File: src/rtl/hamm_encoder_tx_pkg.sv
// Hamming(8,4) shared definitions: FSM states and parity masks,
// common to the serial encoder and the matching decoder.
package hamm_encoder_tx_pkg;

  typedef enum logic [1:0] {
    ST_IDLE,
    ST_SEND,
    ST_GAP
  } state_t;

  // Data bits covered by each parity bit cw[1], cw[2], cw[3].
  localparam logic [3:0] P1_MASK = 4'b1011;
  localparam logic [3:0] P2_MASK = 4'b1101;
  localparam logic [3:0] P3_MASK = 4'b1110;

endpackage

File: src/rtl/hamm84_parity.sv
// Combinational Hamming(8,4) codeword builder with overall
// even parity in bit 0.
module hamm84_parity
  import hamm_encoder_tx_pkg::*;
(
  input  logic [3:0] d,
  output logic [7:0] cw
);

  logic [2:0] p;

  assign p[0] = ^(d & P1_MASK);
  assign p[1] = ^(d & P2_MASK);
  assign p[2] = ^(d & P3_MASK);
  assign cw   = {d, p[2], p[1], p[0], ^{d, p}};

endmodule

File: src/rtl/hamm_encoder_tx.sv
// Hamming(8,4) encoder with a double-buffered serial transmitter:
// holding register feeds an 8-bit shifter, optional inter-word gap.
module hamm_encoder_tx
  import hamm_encoder_tx_pkg::*;
#(
  parameter int GAP       = 0,
  parameter bit MSB_FIRST = 1'b0
) (
  input  logic       clk,
  input  logic       reset,
  input  logic [3:0] in_data,
  input  logic       in_valid,
  output logic       in_ready,
  input  logic       tx_en,
  output logic       tx_bit,
  output logic       tx_valid,
  output logic       tx_sof,
  output logic [7:0] cw_out,
  output logic       busy
);

  localparam logic [3:0] GAP_LAST =
    (GAP > 0) ? 4'(GAP - 1) : 4'd0;

  state_t     state, state_n;
  logic [7:0] hold, shreg, cw_new;
  logic       hfull;
  logic [2:0] cnt;
  logic [3:0] gcnt;
  logic       accept, load, step, last;

  hamm84_parity u_par (
    .d (in_data),
    .cw(cw_new)
  );

  assign in_ready = ~hfull;
  assign accept   = in_valid & ~hfull;
  assign step     = (state == ST_SEND) & tx_en;
  assign last     = step & (cnt == 3'd7);
  assign tx_valid = step;
  assign tx_sof   = step & (cnt == 3'd0);
  assign tx_bit   = step &
    (MSB_FIRST ? shreg[7] : shreg[0]);
  assign busy     = (state != ST_IDLE) | hfull;

  always_comb begin
    state_n = state;
    load    = 1'b0;
    unique case (state)
      ST_IDLE: begin
        if (hfull) begin
          load    = 1'b1;
          state_n = ST_SEND;
        end
      end
      ST_SEND: begin
        if (last) begin
          if (GAP > 0) begin
            state_n = ST_GAP;
          end else if (hfull) begin
            load = 1'b1;
          end else begin
            state_n = ST_IDLE;
          end
        end
      end
      ST_GAP: begin
        if (gcnt == GAP_LAST) begin
          if (hfull) begin
            load    = 1'b1;
            state_n = ST_SEND;
          end else begin
            state_n = ST_IDLE;
          end
        end
      end
      default: state_n = ST_IDLE;
    endcase
  end

  always_ff @(posedge clk or negedge reset) begin
    if (!reset) begin
      state <= ST_IDLE;
    end else begin
      state <= state_n;
    end
  end

  always_ff @(posedge clk or negedge reset) begin
    if (!reset) begin
      hold   <= 8'h00;
      hfull  <= 1'b0;
      shreg  <= 8'h00;
      cw_out <= 8'h00;
      cnt    <= 3'd0;
      gcnt   <= 4'd0;
    end else begin
      if (accept) begin
        hold <= cw_new;
      end
      // Old content leaves on load while a new word may arrive.
      hfull <= (hfull & ~load) | accept;
      if (load) begin
        shreg  <= hold;
        cw_out <= hold;
        cnt    <= 3'd0;
      end else if (step) begin
        shreg <= MSB_FIRST ? {shreg[6:0], 1'b0}
                           : {1'b0, shreg[7:1]};
        cnt   <= cnt + 3'd1;
      end
      if (state == ST_GAP && state_n == ST_GAP) begin
        gcnt <= gcnt + 4'd1;
      end else begin
        gcnt <= 4'd0;
      end
    end
  end

endmodule

File: config.mk
export PLATFORM = sky130hd
export DESIGN_NAME = hamm_encoder_tx
export DESIGN_NICKNAME = d
export VERILOG_FILES = /design/src/rtl/hamm_encoder_tx_pkg.sv /design/src/rtl/hamm84_parity.sv /design/src/rtl/hamm_encoder_tx.sv
export SDC_FILE = /design/constraint.sdc
export NUM_CORES = 1
export LEC_CHECK = 0
export BUFFER_PORTS_ARGS = -buffer_cell sky130_fd_sc_hd__buf_2
export CAP_MARGIN = 40
export CORE_MARGIN = 1.5
export CORE_UTILIZATION = 50
export DETAILED_ROUTE_END_ITERATION = 6
export PLACE_DENSITY_LB_ADDON = 0.12
export SLEW_MARGIN = 20
export SYNTH_ARGS = -nofsm -noshare
export SYNTH_HDL_FRONTEND = slang
export SYNTH_SLANG_ARGS = --single-unit
export TNS_END_PERCENT = 20
File: constraint.sdc
create_clock -name clk -period 3.75 [get_ports clk]
set_clock_uncertainty 0.05 [all_clocks]
set_input_delay 0.1875 -clock clk [delete_from_list [all_inputs] [get_ports clk]]
set_output_delay 0.1875 -clock clk [all_outputs]
set_load 0.03 [all_outputs]
==> impl_metrics.csv, run 1 <==
group,metric,value,unit
critical_path,timing.critical_path.from_type,"flop",
floorplan,floorplan.die_area,0.00370,sq mm
grt,maximum_number_of_pins_on_one_net_before_global_route_repair,35,
sta,setup_tns,0,ns
run_status,status,"completed",
critical_path,worst-path-buf-inv,2,
drt,vias,1067,
final_layout,layout-drive-gt1-share,0.252,
floorplan,placementRows,20,
place,globalplace.congestion,0.727,
cts,cts_resized,0,
logic_synthesis,area_of_the_mapped_netlist,0.00167,sq mm
floorplan,die_width,60.8,microns
cts,tritoncts,"yes",
critical_path,slowest_stage,"sky130_fd_sc_hd__dfrtp_1",
place,io_buffer_count,20,
worst_hold_path,hold_path.class,"input pin to flop",
sta,grt_setup_unrepaired,"no",
sta,max-slew-margin-rel,0.507,
logic_synthesis,ys_seq_elements,34,
drt,drtPass1Iterations,2,
grt,grt_overflow,0,
drt,route.detailed.drc,0,
cts,worst_skew_pair_later_pin_latency,0.33,ns
cts,post_cts_setup_inserts,0,
cts,clock_sinks,34,
cts,clock_tree.buffer_depth,2,
pwr,static-leakage-power,0.913,nW
final_layout,layout.nets,179,
drt,via_per_inst,5.15,
logic_synthesis,synth_warnings,0,
logic_synthesis,share_of_synthesized_area_occupied_by_flip_flops_and_latches,0.509,
logic_synthesis,post_synth.cell_area_avg,12.2,sq um
critical_path,cp_data_arrival_time,1.93,ns
logic_synthesis,synth_cell_types,29,
critical_path,crit_cells,5,
grt,via_count_of_the_first_global_routing_pass,1077,
logic_synthesis,postSynthNetCount,154,
floorplan,core_region,0.00313,sq mm
drt,antenna_violating_nets_post_route,0,
sta,report.final.slew_viol_count,0,
pwr,vdd_ir_drop_max,386,uV
place,dpl-instance-area,0.00182,sq mm
critical_path,cp-end-kind,"output port",
sta,clock.fmax,461,MHz
logic_synthesis,synth_top_area_cell,"sky130_fd_sc_hd__dfrtp_1",
critical_path,reg2reg_depth,5,
critical_path,regToRegSetupSlack,1.77,ns
final_layout,syn_to_final_growth,12.8,%
final_layout,final_cell_area,0.00189,sq mm
place,place.detailed.hpwl,1970,microns
flow_run,maxCapViolCount,0,
pwr,total_power,1.45,mW
sta,finalCriticalPeriod,2.17,ns
critical_path,r2r-start,"state[1]$_DFF_PN0_",
logic_synthesis,post_synth_inst_count,137,
sta,share_of_the_clock_period_used_by_the_worst_path_after_layout,0.579,
grt,antenna_found_initial,0,
cts,cts-hold-fix-buffers,1,
floorplan,die_height,60.8,microns
final_layout,layout.cells.most_common,"sky130_fd_sc_hd__dfrtp_1",
critical_path,cp-startpoint,"state[1]$_DFF_PN0_",
critical_path,crit_end,"tx_sof",
sta,finalHoldViolCount,0,
floorplan,floorplan.io_pins,21,
drt,drtIter0Drc,50,
floorplan,floorplan.initialDensity,0.535,
cts,tritoncts.num_buffers,5,
final_layout,insertedDiodeCount,0,
critical_path,path_cells,"inv_1 -> ha_1 -> nand2_1 -> nor3b_1 -> buf_2",
critical_path,reg2reg_end,"shreg[2]$_DFFE_PN0P_",
pwr,powerDensity,769,mW/mm^2
sta,worst_pin_slew,0.739,ns
final_layout,final_cell_mix,"sky130_fd_sc_hd__dfrtp_1, sky130_fd_sc_hd__buf_2, sky130_fd_sc_hd__mux2_1, sky130_fd_sc_hd__nand2_1",
grt,grt_usage,0.177,
logic_synthesis,synthDominantCellAreaShare,0.509,
critical_path,worstPathMaxFanout,13,
final_layout,fill_cell_total_of_the_finished_layout,274,
drt,wire_per_inst,13.2,microns
logic_synthesis,synth_top_cells_by_area,"sky130_fd_sc_hd__dfrtp_1, sky130_fd_sc_hd__mux2_1, sky130_fd_sc_hd__ha_1",
cts,worst_setup_hold_path_clk_slew,0.09,ns
sta,setup-violations-final,0,
drt,drt_wl_total,2720,microns
cts,clk_root_buffer_cell,"sky130_fd_sc_hd__clkbuf_4",
critical_path,timing_worst_setup_path_type,"flop to output port",
critical_path,crit_path_max_incr_delay,0.43,ns
critical_path,timing.critical_path.required,3.51,ns
grt,grt_first_pass_wirelength,4680,microns
cts,htreeDepth,2,
critical_path,critical-path-top-delay-family,"simple AND/OR/NAND/NOR gates",
## worst register-to-register path, stage by stage, from the launching register on
cell and delay [ns]:
sky130_fd_sc_hd__dfrtp_1 0.41, sky130_fd_sc_hd__inv_1 0.10, sky130_fd_sc_hd__ha_1 0.24, sky130_fd_sc_hd__nand2_1 0.38
sky130_fd_sc_hd__mux2_2 0.39, sky130_fd_sc_hd__mux2_1 0.29
## layer usage
layer  track usage  part of all wire  vias up
met3        0.0576             0.043        4
met2         0.295              0.47       22
met5             0                 0        -
met1         0.214              0.47      529
met4        0.0652             0.014        0
li1              -                 -      512
## registers in the layout, indices dropped and copies added, names as in the netlist
register  flops
gcnt          4
cnt           3
hfull         1
state         2
hold          8
cw_out        8
shreg         8
## worst min-delay path by stage
stage	cells past startpoint	start	slack, ns	end
CTS	2	in_valid	0.03	hfull$_DFF_PN0_
floorplan	0	reset	-0.16	cnt[0]$_DFFE_PN0P_
global route	2	in_valid	0.02	hfull$_DFF_PN0_
global placement	1	reset	0.24	cnt[0]$_DFFE_PN0P_
detailed placement	1	reset	0.25	cnt[2]$_DFFE_PN0P_
finish	2	in_valid	0.04	hfull$_DFF_PN0_
## area by class of cell
type	instances	area (sq um)	share of cell area
flip-flops and latches	34	851	0.451
multi-input cells	90	769	0.408
repair buffers	22	118	0.0623
clock buffers	7	55.1	0.0292
well taps	44	55.1	0.0292
inverters	9	33.8	0.0179
clock inverters	1	5.00	0.00265
## cell families after synthesis
group,Yosys count,synth area share
AOI/OAI and AO/OA,15,0.0636
xor gates and xnor gates,9,0.0471
adders and majority gates,9,0.0673
buffers and inverters,13,0.0314
DFF,34,0.509
muxes,28,0.187
and+or+nand+nor,29,0.0950
## synthesized netlist by cell type
| cell type | instances |
|---|---|
| sky130_fd_sc_hd__a2111oi_2 | 1 |
| sky130_fd_sc_hd__a211oi_1 | 2 |
| sky130_fd_sc_hd__a21boi_1 | 3 |
| sky130_fd_sc_hd__a21oi_1 | 1 |
| sky130_fd_sc_hd__a31o_2 | 1 |
| sky130_fd_sc_hd__and2_1 | 5 |
| sky130_fd_sc_hd__and3_1 | 1 |
| sky130_fd_sc_hd__buf_2 | 3 |
| sky130_fd_sc_hd__clkbuf_1 | 1 |
| sky130_fd_sc_hd__dfrtp_1 | 34 |
| sky130_fd_sc_hd__ha_1 | 9 |
| sky130_fd_sc_hd__inv_1 | 8 |
| sky130_fd_sc_hd__inv_2 | 1 |
| sky130_fd_sc_hd__mux2_1 | 17 |
| sky130_fd_sc_hd__mux2_2 | 9 |
| sky130_fd_sc_hd__mux2i_1 | 2 |
| sky130_fd_sc_hd__nand2_1 | 13 |
| sky130_fd_sc_hd__nand2b_1 | 2 |
| sky130_fd_sc_hd__nand3_1 | 1 |
| sky130_fd_sc_hd__nand3b_1 | 2 |
| sky130_fd_sc_hd__nand4_1 | 1 |
| sky130_fd_sc_hd__nor2_1 | 2 |
| sky130_fd_sc_hd__nor3b_1 | 1 |
| sky130_fd_sc_hd__nor3b_4 | 1 |
| sky130_fd_sc_hd__o21a_1 | 2 |
| sky130_fd_sc_hd__o21ai_0 | 4 |
| sky130_fd_sc_hd__o21ai_1 | 1 |
| sky130_fd_sc_hd__xnor2_1 | 6 |
| sky130_fd_sc_hd__xor2_1 | 3 |
## through the flow
step / std cells / worst slack (ns) / utilization / hold WS (ns)
floorplan: 137 / 1.77 / - / -0.158
global placement: 198 / 1.85 / 0.581 / 0.238
detailed placement: 198 / 1.79 / 0.581 / 0.250
CTS: 207 / 1.57 / 0.603 / 0.0292
global route: 207 / 1.38 / 0.603 / 0.0225
finish: 207 / 1.58 / 0.603 / 0.0425
## report_power, final
group | total (mW) | internal (mW) | switching, mW | leakage [nW]
sequential | 0.621 | 0.521 | 0.101 | 0.425
clock | 0.206 | 0.0908 | 0.115 | 0.0353
combinational | 0.624 | 0.276 | 0.348 | 0.453
Note: power is estimated with default switching activity, not from simulation.
==> run 2: changes to the inputs <==
==> constraint.sdc (replaced) <==
create_clock -name clk -period 1.8 [get_ports clk]
set_clock_uncertainty 0.05 [all_clocks]
set_input_delay 0.09 -clock clk [delete_from_list [all_inputs] [get_ports clk]]
set_output_delay 0.09 -clock clk [all_outputs]
set_load 0.03 [all_outputs]
==> impl_metrics.csv, run 2 (same netlist as run 1, synthesis figures left out) <==
group,metric,value,unit
pwr,total_power,3.47,mW
final_layout,utilization,0.693,
pwr,powerDensity,1600,mW/mm^2
worst_hold_path,hold_path.class,"input pin to async pin",
sta,finalHoldViolCount,0,
final_layout,insertedDiodeCount,0,
pwr,static-leakage-power,1.03,nW
cts,htreeDepth,2,
final_layout,final_cell_mix,"sky130_fd_sc_hd__dfrtp_1, sky130_fd_sc_hd__buf_2, sky130_fd_sc_hd__mux2_1, sky130_fd_sc_hd__nand2_1, sky130_fd_sc_hd__buf_4",
grt,grt_usage,0.190,
floorplan,floorplan.io_pins,21,
run_status,status,"complete, but fails checks",
sta,worst_pin_slew,0.384,ns
critical_path,cp-startpoint,"state[0]$_DFF_PN0_",
place,io_buffer_count,20,
drt,wire_per_inst,13.8,microns
floorplan,floorplan.die_area,0.00370,sq mm
sta,setup-violations-final,16,
critical_path,timing_worst_setup_path_type,"flop to flop",
cts,worst_skew_pair_later_pin_latency,0.33,ns
sta,hold_ws,0.0188,ns
critical_path,timing.critical_path.from_type,"flop",
sta,setup_tns,-1.13,ns
final_layout,layout.cells.most_common,"sky130_fd_sc_hd__dfrtp_1",
run_status,violated_checks,"negative setup slack",
critical_path,timing.critical_path.required,1.97,ns
critical_path,r2r-start,"state[0]$_DFF_PN0_",
sta,report.final.slew_viol_count,0,
cts,tritoncts,"yes",
sta,clock.fmax,528,MHz
floorplan,floorplan.initialDensity,0.535,
drt,drtIter0Drc,30,
sta,share_of_the_clock_period_used_by_the_worst_path_after_layout,1.05,
place,globalplace.congestion,0.890,
sta,finalWorstSetupSlack,-0.0931,ns
floorplan,die_width,60.8,microns
drt,antenna_violating_nets_post_route,0,
floorplan,core_region,0.00313,sq mm
pwr,vdd_ir_drop_max,997,uV
grt,maximum_number_of_pins_on_one_net_before_global_route_repair,35,
cts,worst_setup_hold_path_clk_slew,0.10,ns
drt,via_per_inst,5.10,
drt,drt_wl_total,3110,microns
grt,antenna_found_initial,0,
place,place.detailed.hpwl,2180,microns
place,placement.setup.worst_slack,-0.0452,ns
drt,vias,1147,
final_layout,syn_to_final_growth,29.5,%
floorplan,placementRows,20,
final_layout,layout-drive-gt1-share,0.370,
drt,route.detailed.drc,0,
cts,tritoncts.num_buffers,5,
drt,drtPass1Iterations,4,
critical_path,cp-end-kind,"flop",
sta,finalCriticalPeriod,1.89,ns
grt,grt_first_pass_wirelength,5040,microns
grt,grt_overflow,0,
cts,clock_sinks,34,
floorplan,die_height,60.8,microns
critical_path,cp_data_arrival_time,2.06,ns
cts,clock_tree.buffer_depth,2,
sta,grt_setup_unrepaired,"yes",
final_layout,top_regs,"cw_out (8), hold (8), shreg (8)",
flow_run,maxCapViolCount,0,
grt,via_count_of_the_first_global_routing_pass,1189,
critical_path,worstPathMaxFanout,10,
sta,max-slew-margin-rel,0.743,
cts,clk_root_buffer_cell,"sky130_fd_sc_hd__clkbuf_4",
final_layout,layout.nets,197,
run 2: cell count changes in the layout (fill, tap and decap cells not counted), sizes merged:
cell	change
clkinvlp	+1
bufinv	+1
clkinv	-1
clkbuf	+1
dlygate4sd3	+5
buf	+11
run 2: power breakdown:
group	switching (mW)	internal, mW	leakage, nW
Combinational	0.840	0.795	0.562
Sequential	0.199	1.09	0.425
Clock	0.254	0.293	0.0385
Total	1.29	2.17	1.03
run 2: cell type report:
| class | instances | area, sq um |
|---|---|---|
| Clock buffer | 6 | 41.3 |
| Clock inverter | 2 | 37.5 |
| Fill cell | 252 | 961 |
| Inverter | 9 | 33.8 |
| Multi-Input combinational cell | 90 | 845 |
| Sequential cell | 34 | 851 |
| Tap cell | 44 | 55.1 |
| Timing Repair Buffer | 40 | 304 |
run 2: critical path, cell delays in order, from the launching register on:
cell                        delay (ns)
sky130_fd_sc_hd__dfrtp_1          0.42
sky130_fd_sc_hd__buf_4            0.14
sky130_fd_sc_hd__ha_4             0.16
sky130_fd_sc_hd__nand4_1          0.13
sky130_fd_sc_hd__a211oi_2         0.25
sky130_fd_sc_hd__o21ai_2          0.12
sky130_fd_sc_hd__clkbuf_16        0.19
sky130_fd_sc_hd__mux2_1           0.31
run 2: through the flow:
stage                     std cells  instance area (sq um)
after global routing            225                   2170
after floorplan                 137                   1680
after global placement          207                   1900
after CTS                       223                   2100
after detailed placement        207                   1900
final                           225                   2170
run 2: per-layer routing:
layer,global-route usage,share of wire
met5,0,0
met3,0.0597,0.036
met2,0.336,0.54
met4,0.0807,0.012
met1,0.209,0.41
run 2: worst paths after layout:
kind	endpoint	slack (ns)	depth (start not counted)
hold reg to reg	cw_out[4]$_DFFE_PN0P_	0.45	1
hold / removal	cnt[1]$_DFFE_PN0P_	0.02	2
setup / recovery	cw_out[2]$_DFFE_PN0P_	-0.09	7
setup reg to reg	cw_out[2]$_DFFE_PN0P_	-0.09	7
min in group clk	shreg[7]$_DFFE_PN0P_	0.14	4
max in group asynchronous	gcnt[1]$_DFF_PN0_	1.32	3
run 2: what timing repair did:
action	4_1_cts	5_1_grt
setup buffers	2	0
pin swaps	1	3
setup endpoints to repair	21	21
hold buffers	6	0
gates resized for setup	9	9
hold endpoints to repair	39	0
gates cloned	0	1
==> run 3: changes to the inputs <==
--- a/config.mk
+++ b/config.mk
@@ -9,6 +9,7 @@
 export CAP_MARGIN = 40
 export CORE_MARGIN = 1.5
 export CORE_UTILIZATION = 50
+export CTS_BUF_LIST = sky130_fd_sc_hd__clkbuf_4 sky130_fd_sc_hd__clkbuf_8 sky130_fd_sc_hd__clkbuf_16
 export DETAILED_ROUTE_END_ITERATION = 6
 export PLACE_DENSITY_LB_ADDON = 0.12
 export SLEW_MARGIN = 20
==> impl_metrics.csv, run 3 (same netlist as run 1, synthesis figures left out) <==
group,metric,value,unit
sta,finalHoldViolCount,0,
sta,share_of_the_clock_period_used_by_the_worst_path_after_layout,1.05,
drt,met3WireLength,113,microns
final_layout,layout-drive-gt1-share,0.376,
final_layout,layout.cells.most_common,"sky130_fd_sc_hd__dfrtp_1",
place,dpl-instance-area,0.00190,sq mm
drt,top_metal_used,"met4",
drt,drtIter0Drc,30,
flow_run,maxCapViolCount,0,
floorplan,placementRows,20,
critical_path,timing_worst_setup_path_type,"flop to flop",
critical_path,path_cells,"buf_4 -> ha_4 -> nand4_1 -> a211oi_2 -> o21ai_2 -> clkbuf_16 -> mux2_1",
drt,antenna_violating_nets_post_route,0,
final_layout,layout.nets,197,
sta,grt_setup_unrepaired,"yes",
drt,detailroute.wirelength.met2,1670,microns
critical_path,crit_path_max_incr_delay,0.42,ns
sta,finalCriticalPeriod,1.89,ns
sta,worst_pin_slew,0.382,ns
floorplan,die_height,60.8,microns
critical_path,timing.critical_path.required,1.97,ns
sta,finalWorstSetupSlack,-0.0930,ns
drt,wire_per_inst,13.9,microns
pwr,total_power,3.48,mW
cts,clock_sinks,34,
cts,worst_setup_hold_path_clk_slew,0.10,ns
grt,grt_overflow,0,
place,place.detailed.hpwl,2180,microns
cts,worst_skew_pair_later_pin_latency,0.33,ns
place,io_buffer_count,20,
pwr,vdd_ir_drop_max,993,uV
run_status,violated_checks,"negative setup slack",
final_layout,top_regs,"cw_out (8), hold (8), shreg (8)",
floorplan,die_width,60.8,microns
run_status,status,"complete, but fails checks",
drt,wl_met1,1300,microns
grt,via_count_of_the_first_global_routing_pass,1187,
critical_path,worstPathMaxFanout,10,
cts,tritoncts,"yes",
floorplan,floorplan.io_pins,21,
floorplan,floorplan.die_area,0.00370,sq mm
grt,grt_first_pass_wirelength,5030,microns
cts,clk_root_buffer_cell,"sky130_fd_sc_hd__clkbuf_4",
place,globalplace.congestion,0.890,
pwr,static-leakage-power,1.03,nW
drt,via_per_inst,5.09,
cts,htreeDepth,2,
critical_path,timing.critical_path.from_type,"flop",
drt,vias,1145,
drt,drt_wl_total,3120,microns
final_layout,final_cell_area,0.00217,sq mm
critical_path,regToRegSetupSlack,-0.09,ns
critical_path,cp_data_arrival_time,2.06,ns
drt,route.detailed.drc,0,
pwr,powerDensity,1600,mW/mm^2
sta,max-slew-margin-rel,0.745,
critical_path,cp-end-kind,"flop",
sta,clock.fmax,528,MHz
final_layout,syn_to_final_growth,29.8,%
cts,tritoncts.num_buffers,5,
cts,clock_tree.buffer_depth,2,
floorplan,core_region,0.00313,sq mm
sta,report.final.slew_viol_count,0,
worst_hold_path,hold_path.class,"input pin to async pin",
critical_path,slowest_stage,"sky130_fd_sc_hd__dfrtp_1",
grt,antenna_found_initial,0,
drt,drtPass1Iterations,4,
sta,setup-violations-final,16,
floorplan,floorplan.initialDensity,0.535,
final_layout,insertedDiodeCount,0,
final_layout,final_cell_mix,"sky130_fd_sc_hd__dfrtp_1, sky130_fd_sc_hd__buf_2, sky130_fd_sc_hd__mux2_1, sky130_fd_sc_hd__nand2_1, sky130_fd_sc_hd__buf_4",
grt,maximum_number_of_pins_on_one_net_before_global_route_repair,35,
grt,grt_usage,0.189,
final_layout,utilization,0.694,
-- run 3: cell counts in the layout (fill, tap and decap cells not counted) --
No cell type changed its count.
-- run 3: final timing paths --
path,start,endpoint,cells past startpoint
worst max-delay path,state[0]$_DFF_PN0_,cw_out[2]$_DFFE_PN0P_,7
worst min-delay path,reset,cnt[1]$_DFFE_PN0P_,2
worst max register to register,state[0]$_DFF_PN0_,cw_out[2]$_DFFE_PN0P_,7
worst min register to register,cw_out[4]$_DFFE_PN0P_,cw_out[4]$_DFFE_PN0P_,1
max in group asynchronous,reset,gcnt[1]$_DFF_PN0_,3
min in group clk,tx_en,shreg[7]$_DFFE_PN0P_,4
-- run 3: report_power, final --
group / total, mW / internal, mW / switching [mW]
Combinational: 1.64 / 0.795 / 0.840
Sequential: 1.28 / 1.09 / 0.198
Clock: 0.561 / 0.308 / 0.253
-- run 3: per-stage QoR --
step	setup TNS, ns	hold WS [ns]	std cells	worst slack [ns]
after global routing	-2.25	0.0141	225	-0.159
after detailed placement	-0.477	0.158	207	-0.0452
final	-1.14	0.0189	225	-0.0930
after global placement	-0.0738	0.142	207	-0.0140
after CTS	-0.741	0.128	223	-0.0611
after floorplan	-0.0408	-0.256	137	-0.0116
-- run 3: final cells by class --
class / instances / area, sq um
clock buffer: 6 / 45.0
inverter: 9 / 33.8
clock inverter: 2 / 37.5
fill: 253 / 957
sequential: 34 / 851
multi-input combinational: 90 / 845
timing repair buffer: 40 / 304
tap: 44 / 55.1
-- run 3: repair_timing --
action,4_1_cts,5_1_grt
resized for setup,9,9
gates cloned,0,1
endpoints found under the setup margin,21,21
hold buffers,6,0
endpoints found under the hold margin,39,0
pin swaps,1,3
setup buffers,2,0
-- run 3: worst max-delay path, delay by kind of cell, from the launching register on --
kind / cells / cell delay, ns
flip-flops: 1 / 0.42
AND/OR/NAND/NOR: 1 / 0.13
AO/OA/AOI/OAI: 2 / 0.37
multiplexers: 1 / 0.31
buffers and inverters: 2 / 0.33
adder cells (fa/ha/maj): 1 / 0.16
-- run 3: per-layer routing --
metal / up-vias / global-route usage
met5: - / 0
met4: 0 / 0.0807
met3: 4 / 0.0597
met2: 23 / 0.338
met1: 568 / 0.206
li1: 550 / -
